<file path="src/rtl/button_event_if.sv">
// Button-level input and per-channel event pulses between the debounce stage and test control.
// Master drives btn_i; the decoder (slave) drives every event output.
interface button_event_if #(
    parameter int N = 4
);
    logic [N-1:0] btn_i;
    logic [N-1:0] press_o;
    logic [N-1:0] release_o;
    logic [N-1:0] short_o;
    logic [N-1:0] long_o;
    logic [N-1:0] repeat_o;
    logic [N-1:0] held_o;

    modport master (
        output btn_i,
        input  press_o, release_o, short_o, long_o, repeat_o, held_o
    );

    modport slave (
        input  btn_i,
        output press_o, release_o, short_o, long_o, repeat_o, held_o
    );
endinterface

</file>
<file path="src/rtl/button_event.sv">
// Per-button event decoder: press/release/short/long/repeat pulses plus a held level, per channel.
// Latency: one cycle from sampling edge to registered output; no backpressure, pulses are fire-and-forget.
module button_event #(
    parameter int N             = 4,
    parameter int CNTW          = 25,
    parameter int LONG_CYCLES   = 25000000,
    parameter int REPEAT_CYCLES = 5000000
) (
    input  logic           clk_i,
    input  logic           rst_i,
    button_event_if.slave  bus
);
    typedef enum logic [1:0] {
        IDLE = 2'b00,
        HELD = 2'b01,
        LONG = 2'b10
    } state_t;

    localparam logic [CNTW-1:0] LONG_TOP   = CNTW'(LONG_CYCLES - 1);
    localparam logic [CNTW-1:0] REPEAT_TOP = CNTW'((REPEAT_CYCLES == 0) ? 0 : REPEAT_CYCLES - 1);
    localparam logic [CNTW-1:0] CNT_ONE    = CNTW'(1);

    for (genvar i = 0; i < N; i++) begin : g_ch
        logic            btn;
        logic            prev_q;
        state_t          state_q, state_d;
        logic [CNTW-1:0] cnt_q, cnt_d;
        logic            press_d, rel_d, short_d, long_d, rep_d, held_d;
        logic            press_q, rel_q, short_q, long_q, rep_q, held_q;

        assign btn = bus.btn_i[i];

        always_ff @(posedge clk_i or posedge rst_i) begin
            if (rst_i) begin
                state_q <= IDLE;
                cnt_q   <= '0;
                prev_q  <= 1'b0;
                press_q <= 1'b0;
                rel_q   <= 1'b0;
                short_q <= 1'b0;
                long_q  <= 1'b0;
                rep_q   <= 1'b0;
                held_q  <= 1'b0;
            end else begin
                state_q <= state_d;
                cnt_q   <= cnt_d;
                prev_q  <= btn;
                press_q <= press_d;
                rel_q   <= rel_d;
                short_q <= short_d;
                long_q  <= long_d;
                rep_q   <= rep_d;
                held_q  <= held_d;
            end
        end

        // Release is tested before either threshold so it wins on a coincident edge.
        always_comb begin
            state_d = state_q;
            cnt_d   = cnt_q;
            case (state_q)
                IDLE: begin
                    cnt_d = '0;
                    if (btn && !prev_q) begin
                        state_d = HELD;
                        cnt_d   = CNT_ONE;
                    end
                end
                HELD: begin
                    if (!btn) begin
                        state_d = IDLE;
                        cnt_d   = '0;
                    end else if (cnt_q == LONG_TOP) begin
                        state_d = LONG;
                        cnt_d   = '0;
                    end else begin
                        cnt_d = cnt_q + CNT_ONE;
                    end
                end
                LONG: begin
                    if (!btn) begin
                        state_d = IDLE;
                        cnt_d   = '0;
                    end else if (REPEAT_CYCLES == 0 || cnt_q == REPEAT_TOP) begin
                        cnt_d = '0;
                    end else begin
                        cnt_d = cnt_q + CNT_ONE;
                    end
                end
                default: begin
                    state_d = IDLE;
                    cnt_d   = '0;
                end
            endcase
        end

        always_comb begin
            press_d = 1'b0;
            rel_d   = 1'b0;
            short_d = 1'b0;
            long_d  = 1'b0;
            rep_d   = 1'b0;
            held_d  = (state_d == HELD) || (state_d == LONG);
            case (state_q)
                IDLE: press_d = btn && !prev_q;
                HELD: begin
                    rel_d   = !btn;
                    short_d = !btn;
                    long_d  = btn && (cnt_q == LONG_TOP);
                end
                LONG: begin
                    rel_d = !btn;
                    rep_d = btn && (REPEAT_CYCLES != 0) && (cnt_q == REPEAT_TOP);
                end
                default: ;
            endcase
        end

        assign bus.press_o[i]   = press_q;
        assign bus.release_o[i] = rel_q;
        assign bus.short_o[i]   = short_q;
        assign bus.long_o[i]    = long_q;
        assign bus.repeat_o[i]  = rep_q;
        assign bus.held_o[i]    = held_q;
    end
endmodule

</file>
<file path="src/flat_wrapper.sv">
// flat-port wrapper written by rule: the top's interface ports become plain ports
module button_event_flat 
#(
    parameter int N             = 4,
    parameter int CNTW          = 25,
    parameter int LONG_CYCLES   = 25000000,
    parameter int REPEAT_CYCLES = 5000000
)
  (clk_i, rst_i, bus_btn_i, bus_press_o, bus_release_o, bus_short_o, bus_long_o, bus_repeat_o, bus_held_o);
  button_event_if #(.N(N)) bus_i ();
  input  logic clk_i;
  input  logic rst_i;
  input wire logic [$bits(bus_i.btn_i)-1:0] bus_btn_i;
  output wire logic [$bits(bus_i.press_o)-1:0] bus_press_o;
  output wire logic [$bits(bus_i.release_o)-1:0] bus_release_o;
  output wire logic [$bits(bus_i.short_o)-1:0] bus_short_o;
  output wire logic [$bits(bus_i.long_o)-1:0] bus_long_o;
  output wire logic [$bits(bus_i.repeat_o)-1:0] bus_repeat_o;
  output wire logic [$bits(bus_i.held_o)-1:0] bus_held_o;
  assign bus_i.btn_i = bus_btn_i;
  assign bus_press_o = bus_i.press_o;
  assign bus_release_o = bus_i.release_o;
  assign bus_short_o = bus_i.short_o;
  assign bus_long_o = bus_i.long_o;
  assign bus_repeat_o = bus_i.repeat_o;
  assign bus_held_o = bus_i.held_o;
  button_event #(.N(N), .CNTW(CNTW), .LONG_CYCLES(LONG_CYCLES), .REPEAT_CYCLES(REPEAT_CYCLES)) u_core (.clk_i(clk_i), .rst_i(rst_i), .bus(bus_i));
endmodule
</file>
<file path="config.mk">
export PLATFORM = sky130hd
export DESIGN_NAME = button_event_flat
export DESIGN_NICKNAME = d
export VERILOG_FILES = /design/src/rtl/button_event_if.sv /design/src/rtl/button_event.sv /design/src/flat_wrapper.sv
export SDC_FILE = /design/constraint.sdc
export NUM_CORES = 1
export LEC_CHECK = 0
export BUFFER_PORTS_ARGS = -buffer_cell sky130_fd_sc_hd__buf_2
export CORE_MARGIN = 2
export CORE_UTILIZATION = 40
export CTS_CLUSTER_DIAMETER = 80
export DETAILED_ROUTE_END_ITERATION = 10
export PLACE_DENSITY_LB_ADDON = 0.05
export SYNTH_ARGS = -nofsm -noshare
export SYNTH_HDL_FRONTEND = slang
export SYNTH_SLANG_ARGS = --single-unit
</file>
<file path="constraint.sdc">
create_clock -name clk_i -period 5.4 [get_ports clk_i]
set_input_delay 0.81 -clock clk_i [delete_from_list [all_inputs] [get_ports clk_i]]
set_output_delay 0.81 -clock clk_i [all_outputs]
set_load 0.01 [all_outputs]
</file>
==> summary.md, run 1 <==
| Metric | Value |
|---|---|
| Crit path kind | flip-flop to flip-flop |
| Vias | between 4000 and 5000 |
| Seq/Total Area, Yosys | between 40% and 50% |
| Pins Over Slew Limit | 0 |
| Ports | 30 |
| Post-synth top area cell | dfrtp_1 |
| CTS Buffer Depth | 2 |
| Psw | 0.704 mW |
| Placed instance area | 7290 sq um |
| I/O Buffers | 29 |
| Post-synth top flop | dfrtp_1 |
| Global-route wire length before repair | 24200 microns |
| Antenna Nets Post-Route | 0 |
| Crit path largest cell delay | 690 ps |
| Critical Path RT | roughly 5700 ps |
| Total global routing overflow | 0 |
| Pwr dens | between 300 and 400 nW/um^2 |
| Antenna Cells | 0 |
| Vias in the first global route | between 4000 and 5000 |
| Remaining DRCs | 0 |
| Sequential power share | 41.4% |
| PostCTS Resize Cnt | 0 |
| CP max FO | 25 |
| Worst clock skew | 4.92 ps |
| Drt total wl | 14200 microns |
| Layout Utilization | a little under half |
| Placement Setup Slack | roughly 2900 ps |
| Post-synth top area share | 47.6% |
| HPWL after DPL | 9500 microns |
| Arr. time, crit path | 2730 ps |
| Layout cells sized above 1 | 14.9% |
| Die Y | 138 microns |
| Clock sinks | 136 |
| Clk slew on worst S/H paths | 60 ps |
| Synth top cells by count | 136 x dfrtp_1, 94 x nor2_1, 53 x xnor2_1 |
| Max-Cap Viols | 0 |
| CTS Buf Count | 17 |
| Most common cell in the synthesized netlist | dfrtp_1 |
| GRT Total Usage | 16.4% |
| Synthesis-stage register bit count | 136 |
| Die area | between 15000 and 20000 sq um |
| Async SR Flop Fraction | between 90% and 100% |
| Bufs and invs on worst path | 0 |
| # fillers | around 1700 |
| Drt pass-1 iters | 5 |
| Clock period minus worst slack | 2480 ps |
| Slew of the pin with the lowest slew margin | 900 ps |
| Per-cell routed wire length | 14.7 microns |
| Postcts setup bufs | 0 |
| Yosys cell types | 64 |
| Worst path slowest cell | a21boi_4 |
| Fin Setup TNS | 0 ps |
| Crit end category | flip-flop |
| Gate power share | 12.8% |
| Pleak | 3.27 nW |
| DRT iter0 DRCs | 272 |
| Status | completed |
| Mean Syn Cell Area | 10.0 sq um |
| CTS Hold Bufs | 0 |
| Hold Crit Class | flip-flop to flip-flop |
| Area growth syn-to-layout | 10.7% |
| Clock root buffer | clkbuf_16 |
| Die width | 138 microns |
| Core box area | between 15000 and 20000 sq um |
| Crit share post-route | 45.9% |
| Post-synth net total | 741 |
| Mapped Area | 7150 sq um |
| Relative slew slack | 40.0% |
| VDD IR max | 0.233 mV |
| Finished Cell Area | 7920 sq um |
| Final setup margin | 2920 ps |
| Initial antenna violation count | 0 |
| Multi-input logic area | 3310 sq um |
| Final nets | between 700 and 800 |
| Setup repair after global routing missed its margin | false |
| Largest delay contributor family on the critical path | compound AO/OA/AOI/OAI gates |
| Avg Vias per Cell | around 5 |
| Sequential Area | 3400 sq um |
| Final setup fails | 0 |
| Final-report hold violation count | 0 |
| RePlAce Congestion | 0.798 |
| Switching Fraction | 26.0% |
| Synthesized instance count | 715 |
| Clock network fraction of design power | 45.8% |
| H-tree levels | 4 |
| Worst-Skew Late Latency | 420 ps |
| P_int | 2.01 mW |
| Ys Warns | 0 |
| TritonCTS clock tree | yes |
| Maximum clock frequency | 403 MHz |
| Worst path cell trace | or4_4, nor4_4, a31oi_1, a21boi_4, o22ai_1 |
| Synth area leaders | dfrtp_1 48%, xnor2_1 6.5%, nor2_1 4.9%, xor2_1 4.9%, ha_1 3.5% |
| EDFF count, synth | 0 |
| Row count | 48 |
| Initial Util | 41.1% |
| Startpoint types | flip-flop |
| Pin count of the biggest net entering global routing | slightly above 100 |
registers in the layout (all words and copies together), names as in the netlist:
register,count
u_core.g_ch.cnt_q,100
u_core.g_ch.state_q,8
u_core.g_ch.held_q,4
u_core.g_ch.long_q,4
u_core.g_ch.press_q,4
u_core.g_ch.prev_q,4
u_core.g_ch.rel_q,4
u_core.g_ch.rep_q,4
u_core.g_ch.short_q,4
cells by family (layout without fill, tap and decap cells):
family | after synthesis | count (layout) | share of synthesized area [%]
and+or+nand+nor | 348 | 348 | 26.8
DFF | 136 | 136 | 47.6
xor gates and xnor gates | 93 | 93 | 11.4
buffers and inverters | 74 | 97 | 6.12
AOI/OAI and AO/OA | 41 | 41 | 4.18
adders and majority gates | 20 | 20 | 3.50
muxes | 3 | 3 | 0.455
metal layers:
layer | up-vias | GRT usage, % | share of wire, %
li1 | 2424 | - | -
met1 | 2429 | 22.7 | 51
met2 | 76 | 24.1 | 44
met3 | 30 | 3.90 | 3.0
met4 | 0 | 7.60 | 2.3
met5 | - | 0 | 0
cell usage in the layout (no fill, tap or decap), drive strengths merged, types with 3 or more instances in the layout:
cell      synthesis  layout
nor2            120     120
nor4             14      14
and2             11      11
o21ai            15      15
nor4b             5       5
buf              33      30
clkinv            0       3
nand4            29      29
and3b             4       4
nor3             22      22
and3             14      14
inv              35      36
nand3b            4       4
nand3            35      35
nand2            46      46
ha               20      20
bufinv            0       4
or4               6       6
nor2b            10      10
xor2             40      40
clkbuf            6      21
nor4bb            3       3
dfrtp           136     136
a21oi             6       6
clkinvlp          0       3
xnor2            53      53
and4             12      12
power by group through the flow:
stage | clock [mW] | combinational [mW] | sequential (mW)
2_1_floorplan | 0 | 0.331 | 1.13
3_3_place_gp | 0 | 0.350 | 1.14
3_5_place_dp | 0 | 0.353 | 1.14
4_1_cts | 1.28 | 0.356 | 1.12
5_1_grt | 1.33 | 0.396 | 1.13
6_report | 1.24 | 0.347 | 1.12
final cells by class:
| cell class | instances | area share (%) |
|---|---|---|
| tap | 225 | 3.56 |
| inverter | 35 | 1.72 |
| sequential | 136 | 43.0 |
| multi-input combinational | 505 | 41.8 |
| clock inverter | 11 | 2.15 |
| timing repair buffer | 30 | 1.93 |
| clock buffer | 21 | 5.82 |
through the flow:
| step | hold WS (ps) | power, mW | instances |
|---|---|---|---|
| floorplan | 458 | 1.46 | 715 |
| global placement | 485 | 1.49 | 931 |
| detailed placement | 496 | 1.49 | 931 |
| CTS | 502 | 2.76 | 963 |
| global route | 529 | 2.85 | 963 |
| finish | 507 | 2.71 | 963 |
final timing paths:
path                                          startpoint                        to  slack (ps)  depth (start not counted)
max in group asynchronous                          rst_i  u_core.g_ch[0].cnt_q[16]        3810                          3
worst max register to register  u_core.g_ch[3].cnt_q[16]   u_core.g_ch[3].cnt_q[0]        2920                          5
worst max-delay path            u_core.g_ch[3].cnt_q[16]   u_core.g_ch[3].cnt_q[0]        2920                          5
worst min register to register   u_core.g_ch[2].cnt_q[0]   u_core.g_ch[2].cnt_q[0]         510                          1
worst min-delay path             u_core.g_ch[2].cnt_q[0]   u_core.g_ch[2].cnt_q[0]         510                          1
min in group asynchronous                          rst_i  u_core.g_ch[1].cnt_q[21]         580                          2
(Power assumes the default switching activity.)
==> inputs of run 2 (changes only) <==
ABC_AREA = 1   (was unset)
clock period = 1.99 ns   (was 5.4 ns; I/O delays follow)
==> run 2 against run 1 <==
Combinational power increased to 2.9 times the previous value; sequential power rose to 2.7 times the previous value; global-route usage increased by 1.4 points; clock skew grew 10 ps; critical endpoint is now u_core.g_ch[0].cnt_q[22]; largest power group unchanged.
==> summary.md, run 2 <==
| Metric | Value |
|---|---|
| Layout cells sized above 1 | 8.77% (-6.1 points) |
| Power, Total | 7.37 mW (+170%) |
| Status | completed |
| Area growth syn-to-layout | 13.4% |
| Max-Cap Viols | 0 (unchanged) |
| Die Y | 144 microns (+4.3%) |
| Reg-to-Reg Start | u_core.g_ch[0].cnt_q[1] |
| Global-route wire length before repair | 29500 microns (+22%) |
| Ys Warns | 0 (unchanged) |
| CTS Buffer Depth | 2 (unchanged) |
| Sequential Area | 3400 sq um (unchanged) |
| EDFF count, synth | 0 (unchanged) |
| Most frequent cells in the layout | 222 x nor2_1, 214 x nand2_1, 150 x inv_1 |
| Crit end category | flip-flop |
| Reg2reg path depth | 10 (+5) |
| HP Start | bus_btn_i[1] |
| Mapped Area | 7790 sq um (+9.0%) |
| Core box area | 19300 sq um (+11%) |
| CTS Buf Count | 17 (unchanged) |
| Crit share post-route | 89.8% (+44 points) |
| Vias | 6233 (+26%) |
| Placement Setup Slack | 105 ps (-2840 ps) |
| Clk slew on worst S/H paths | 60 ps (about the same) |
| Final setup fails | 0 (unchanged) |
| RePlAce Congestion | 0.891 (+12%) |
| Remaining DRCs | 0 (unchanged) |
| Critical Path RT | 2290 ps (-3360 ps) |
| VDD IR max | 0.629 mV (+170%) |
| Reg2reg end | u_core.g_ch[0].cnt_q[22] |
| Seq/Total Area, Yosys | 43.7% (-3.9 points) |
| Synth area leaders | dfrtp_1 44%, nor2_1 11%, nand2_1 10%, inv_1 7.3%, xor2_1 6.2% |
| HPWL after DPL | 12500 microns (+31%) |
| CP max FO | 5 (-80%) |
| H-tree levels | 4 (unchanged) |
| Fin Setup TNS | 0 ps (unchanged) |
| Multi-input logic area | 3590 sq um (+8.2%) |
| Per-cell routed wire length | 12.5 microns (-15%) |
| Vias in the first global route | 6098 (+26%) |
| Antenna Nets Post-Route | 0 (unchanged) |
| Largest delay contributor family on the critical path | simple AND/OR/NAND/NOR gates |
| Pleak | 4.04 nW (+23%) |
| Final-report hold violation count | 0 (unchanged) |
| WP depth | 10 (+5) |
| Async SR Flop Fraction | 100% (unchanged) |
| Row count | 51 (+6.3%) |
| Post-synth top flop | dfrtp_1 |
| Max reg flops | 100 (unchanged) |
| Post-synth top area cell | dfrtp_1 |
| # fillers | 1964 (+16%) |
| Crit path top cell by count | nand2_1 |
| Drt pass-1 iters | 5 (unchanged) |
| Antenna Cells | 0 (unchanged) |
| Initial antenna violation count | 0 (unchanged) |
| Drt total wl | 16800 microns (+19%) |
| Mean Syn Cell Area | 7.52 sq um (-25%) |
| Initial Util | 40.4% (-0.63 points) |
| Clock period minus worst slack | 1790 ps (-692 ps) |
| Worst-Skew Late Latency | 420 ps (about the same) |
| Relative slew slack | 66.2% (+26 points) |
| Post-synth net total | 1063 (+43%) |
| Clock root buffer | clkbuf_16 |
| Final nets | 1096 (+46%) |
| Bufs and invs on worst path | 0 (unchanged) |
| Setup repair after global routing missed its margin | false |
| FF-to-FF setup slack | 200 ps (-2720 ps) |
| Die width | 144 microns (+4.3%) |
| Commonest non-fill, non-tap cell in the layout | nor2_1 |
| Worst path cell trace | ha_1, nand2_1, nor2_2, nand2_1, nor2_4, nand2_1, nor2_1, nand3_1, o21ai_0, nor2_1 |
| Crit path largest cell delay | 360 ps (-330 ps) |
| Hold Path Stages | 1 (unchanged) |
| Slew of the pin with the lowest slew margin | 507 ps (-393 ps) |
| Pwr dens | 835 nW/um^2 (+140%) |
| Clock sinks | 136 (unchanged) |
| Layout Utilization | 45.9% (+0.40 points) |
| Arr. time, crit path | 2090 ps (-640 ps) |
| Synthesized instance count | 1037 (+45%) |
| Reg with most FFs | u_core.g_ch.cnt_q |
| Pin count of the biggest net entering global routing | 86 (-15%) |
| TritonCTS clock tree | yes |
| Die area | 20600 sq um (+8.7%) |
| GRT Total Usage | 17.8% (+1.4 points) |
| Placed insts | 1314 (+41%) |
| Maximum clock frequency | 560 MHz (+39%) |
| Pins Over Slew Limit | 0 (unchanged) |
| Finished Layout Cells | 1348 (+40%) |
| Synthesis-stage register bit count | 136 (unchanged) |
| Largest registers | u_core.g_ch.cnt_q (100), u_core.g_ch.state_q (8) |
| Crit path kind | flip-flop to flip-flop |
| Worst clock skew | 15.0 ps (+10.1 ps) |
| Yosys cell types | 27 (-58%) |
| Synth top cells by count | 224 x nor2_1, 215 x nand2_1, 151 x inv_1 |
| Startpoint types | flip-flop |
| DRT iter0 DRCs | 321 (+18%) |
| Most common cell in the synthesized netlist | nor2_1 |
| Hold Path Sink | u_core.g_ch[1].prev_q |
| Worst path slowest cell | dfrtp_1 |
| Total global routing overflow | 0 (unchanged) |
| Hold Crit Class | input pin to flip-flop |
| Final setup margin | 204 ps (-2720 ps) |
| Avg Vias per Cell | 4.62 (-10%) |
| Ports | 30 (unchanged) |
| Post-synth top area share | 43.7% (-3.9 points) |
| I/O Buffers | 29 (unchanged) |
-- run 2: cell count changes after synthesis, moves of 6 or more --
cell | before | now
nor3_1 | 19 | 39
xnor2_1 | 53 | 14
nor2_1 | 94 | 224
and4_1 | 11 | 0
nand3_1 | 34 | 62
nor2_2 | 26 | 2
nand2_1 | 46 | 215
xor2_1 | 40 | 55
and2_1 | 11 | 0
nor4_1 | 13 | 7
nor2b_1 | 10 | 0
and3_1 | 13 | 0
inv_1 | 35 | 151
-- run 2: report_power, final --
part	internal, mW	switching (mW)	total, mW
Combinational	0.363	0.655	1.02
Clock	2.09	1.25	3.34
Sequential	2.93	0.0870	3.02
-- run 2: worst max path at each step --
stage | slack, ps | endpoint | from
after floorplan | -2 | u_core.g_ch[0].cnt_q[0] | rst_i
after global placement | 140 | u_core.g_ch[1].cnt_q[15] | u_core.g_ch[1].cnt_q[0]
after detailed placement | 100 | u_core.g_ch[1].cnt_q[24] | u_core.g_ch[1].cnt_q[0]
after CTS | 90 | u_core.g_ch[1].cnt_q[15] | u_core.g_ch[1].cnt_q[0]
after global routing | 10 | u_core.g_ch[1].cnt_q[18] | u_core.g_ch[1].cnt_q[0]
final | 200 | u_core.g_ch[0].cnt_q[22] | u_core.g_ch[0].cnt_q[1]
-- run 2: final cells by class --
class                      count  area share [%]
multi-input combinational    717            40.6
sequential                   136            38.5
inverter                     151            6.46
clock buffer                  20            5.28
tap                          265            3.75
timing repair buffer          47            3.57
clock inverter                12            1.85
-- run 2: kinds of logic (layout without fill, tap and decap cells) --
logic type | count (synthesis) | count (layout) | synth area share (%)
adder cells (fa/ha/maj) | 20 | 20 | 3.21
flip-flops | 136 | 136 | 43.7
buffers and inverters | 184 | 230 | 10.5
XOR/XNOR | 69 | 69 | 7.75
AO/OA/AOI/OAI | 32 | 32 | 2.23
AND/OR/NAND/NOR | 596 | 596 | 32.6
-- run 2: timing repair --
action / CTS / global route
setup endpoints to repair: 0 / 29
gates resized for setup: 0 / 6
hold buffers: 1 / 0
endpoints found under the hold margin: 19 / 0
setup buffers: 0 / 1
-- run 2: through the flow --
step / cell area, sq um / hold slack [ps]
2_1_floorplan: 7800 / 330
3_3_place_gp: 8170 / 417
3_5_place_dp: 8170 / 415
4_1_cts: 8810 / 35.2
5_1_grt: 8840 / 42.3
6_report: 8840 / 48.3
-- run 2: layer usage --
| metal | global-route usage (%) | up-vias | part of all wire, % |
|---|---|---|---|
| met5 | 0 | - | 0 |
| met4 | 5.21 | 0 | 0.90 |
| met3 | 3.67 | 12 | 3.1 |
| met2 | 27.5 | 84 | 45 |
| met1 | 25.2 | 2872 | 51 |
| li1 | - | 3265 | - |
-- run 2: worst register-to-register path, stage by stage (launching register included) --
cell and delay (ps):
dfrtp_1 360, ha_1 190, nand2_1 70, nor2_2 140, nand2_1 140, nor2_4 180, nand2_1 120, nor2_1 150
nand3_1 100, o21ai_0 180, nor2_1 50
==> inputs of run 3 (changes only) <==
BUFFER_PORTS_ARGS = unset   (was -buffer_cell sky130_fd_sc_hd__buf_2)
DONT_BUFFER_PORTS = 1   (was unset)
==> run 3 against run 2 <==
Final cell count shrank 2.2%; final area shrank 2.4%; non-clock buffer count shrank 27; combinational power shrank 14%; largest cell class unchanged.
==> summary.md, run 3 (synthesis gave the netlist of run 2 again) <==
| Metric | Value |
|---|---|
| Status | completed |
| Layout cells sized above 1 | 5.13% (-3.6 points) |
| Reg with most FFs | u_core.g_ch.cnt_q |
| Largest registers | u_core.g_ch.cnt_q (100), u_core.g_ch.state_q (8) |
| CTS Buffer Depth | 2 (unchanged) |
| Fin Setup TNS | 0 ps (unchanged) |
| TritonCTS clock tree | yes |
| Slew of the pin with the lowest slew margin | 534 ps (+26.9 ps) |
| Reg2reg path depth | 11 (+1) |
| Hold Crit Class | input pin to flip-flop |
| Total global routing overflow | 0 (unchanged) |
| FF-to-FF setup slack | 210 ps (about the same) |
| RePlAce Congestion | 0.877 (-1.5%) |
| Worst-Skew Late Latency | 420 ps (about the same) |
| H-tree levels | 4 (unchanged) |
| DRT iter0 DRCs | 384 (+20%) |
| Antenna Cells | 0 (unchanged) |
| Placed instance area | 8040 sq um (-1.6%) |
| Worst path slowest cell | dfrtp_1 |
| Finished Cell Area | 8630 sq um (-2.4%) |
| Avg Vias per Cell | 4.66 (+0.88%) |
| HP Start | bus_btn_i[1] |
| Core box area | 19300 sq um (unchanged) |
| Critical Path RT | 2290 ps (about the same) |
| Largest delay contributor family on the critical path | simple AND/OR/NAND/NOR gates |
| Clock root buffer | clkbuf_16 |
| Pwr dens | 797 nW/um^2 (-4.5%) |
| Setup repair after global routing missed its margin | false |
| Initial antenna violation count | 0 (unchanged) |
| Drt pass-1 iters | 5 (unchanged) |
| Clock sinks | 136 (unchanged) |
| Final-report hold violation count | 0 (unchanged) |
| Hold Path Stages | 2 (+1) |
| Vias in the first global route | 6104 (+0.098%) |
| Drt total wl | 16800 microns (about the same) |
| Die width | 144 microns (unchanged) |
| Ports | 30 (unchanged) |
| Worst path cell trace | ha_1, nand2_1, nor2_4, nand3_1, nor2_1, nand2_1, nand2_1, o21ai_1, nand2_1, buf_4, nor2_1 |
| Bufs and invs on worst path | 1 (+1) |
| Die Y | 144 microns (unchanged) |
| Commonest non-fill, non-tap cell in the layout | nor2_1 |
| Area growth syn-to-layout | 10.7% |
| Crit end category | flip-flop |
| Remaining DRCs | 0 (unchanged) |
| Global-route wire length before repair | 29500 microns (+0.16%) |
| Hold Path Sink | u_core.g_ch[1].rep_q |
| Reg-to-Reg Start | u_core.g_ch[2].cnt_q[0] |
| Per-cell routed wire length | 12.8 microns (+2.3%) |
| Finished Layout Cells | 1318 (-2.2%) |
| Layout Utilization | 44.8% (-1.1 points) |
| Placed insts | 1284 (-2.3%) |
| Initial Util | 40.4% (unchanged) |
| Pleak | 3.87 nW (-4.1%) |
| Postcts setup bufs | 0 (unchanged) |
| Arr. time, crit path | 2080 ps (about the same) |
| Die area | 20600 sq um (unchanged) |
| Most frequent cells in the layout | 222 x nor2_1, 215 x nand2_1, 150 x inv_1 |
| Max-Cap Viols | 0 (unchanged) |
| VDD IR max | 0.566 mV (-10%) |
| Antenna Nets Post-Route | 0 (unchanged) |
| Worst clock skew | 8.43 ps (-6.60 ps) |
| # fillers | 1992 (+1.4%) |
| I/O Buffers | 0 (-100%) |
| Final setup fails | 0 (unchanged) |
| Vias | 6148 (-1.4%) |
| Reg2reg end | u_core.g_ch[2].cnt_q[22] |
| Crit path kind | flip-flop to flip-flop |
| Relative slew slack | 64.3% (-1.9 points) |
| Final nets | 1069 (-2.5%) |
| Crit path top cell by count | nand2_1 |
| CTS Buf Count | 17 (unchanged) |
| Crit path largest cell delay | 370 ps (about the same) |
| Clk slew on worst S/H paths | 60 ps (about the same) |
| Crit share post-route | 89.2% (-0.54 points) |
| GRT Total Usage | 18.0% (+0.22 points) |
| Max reg flops | 100 (unchanged) |
| Maximum clock frequency | 563 MHz (+0.60%) |
| Startpoint types | flip-flop |
| Clock period minus worst slack | 1780 ps (-10.7 ps) |
| Pins Over Slew Limit | 0 (unchanged) |
| CP max FO | 13 (+8) |
| Pin count of the biggest net entering global routing | 55 (-36%) |
| Row count | 51 (unchanged) |
| HPWL after DPL | 12400 microns (-1.0%) |
-- run 3: how the worst max path moves through the flow --
stage | from | end | slack, ps | depth (start not counted)
after global routing | u_core.g_ch[0].cnt_q[6] | u_core.g_ch[0].cnt_q[17] | 2 | 7
after global placement | u_core.g_ch[1].cnt_q[0] | u_core.g_ch[1].cnt_q[18] | 190 | 11
final | u_core.g_ch[2].cnt_q[0] | u_core.g_ch[2].cnt_q[22] | 210 | 11
after detailed placement | u_core.g_ch[1].cnt_q[0] | u_core.g_ch[1].cnt_q[22] | 180 | 11
after floorplan | rst_i | u_core.g_ch[0].cnt_q[0] | -2 | 1
after CTS | u_core.g_ch[1].cnt_q[0] | u_core.g_ch[1].cnt_q[22] | 170 | 11
-- run 3: per-layer routing --
layer  routed length, microns  GRT usage [%]  share of wire (%)  up-vias
met2                     7430           27.8                 44       91
met5                        0              0                  0        -
met1                     8690           25.5                 52     2834
met3                      492           3.67                2.9       16
met4                      231           5.52                1.4        0
li1                         -              -                  -     3207
-- run 3: per-stage QoR --
step | setup slack, ps | hold WS (ps) | total power [mW]
finish | 214 | 61.9 | 6.88
global route | 1.67 | 84.3 | 7.28
CTS | 174 | 45.1 | 7.00
detailed placement | 180 | 241 | 4.02
global placement | 193 | 247 | 4.03
floorplan | -1.65 | 330 | 3.90
-- run 3: power breakdown --
group          internal, mW  total, mW  leakage, nW  switching (mW)
clock network          1.79       2.91        0.263            1.12
registers              2.94       3.08         1.87           0.148
logic                 0.310      0.882         1.74           0.572
total                  5.04       6.88         3.87            1.84
-- run 3: layout make-up --
cell class                      count  area [sq um]  area share, %
Multi-Input combinational cell    717          3580           41.5
Sequential cell                   136          3400           39.4
Inverter                          151           571           6.61
Clock buffer                       25           485           5.63
Tap cell                          265           332           3.84
Timing Repair Buffer               20           213           2.47
Clock inverter                      4          45.0          0.522
-- run 3: repair_timing --
item / in CTS / in global routing
gates resized for setup: 0 / 2
endpoints found under the hold margin: 31 / 0
setup endpoints to repair: 0 / 24
hold buffers: 5 / 0
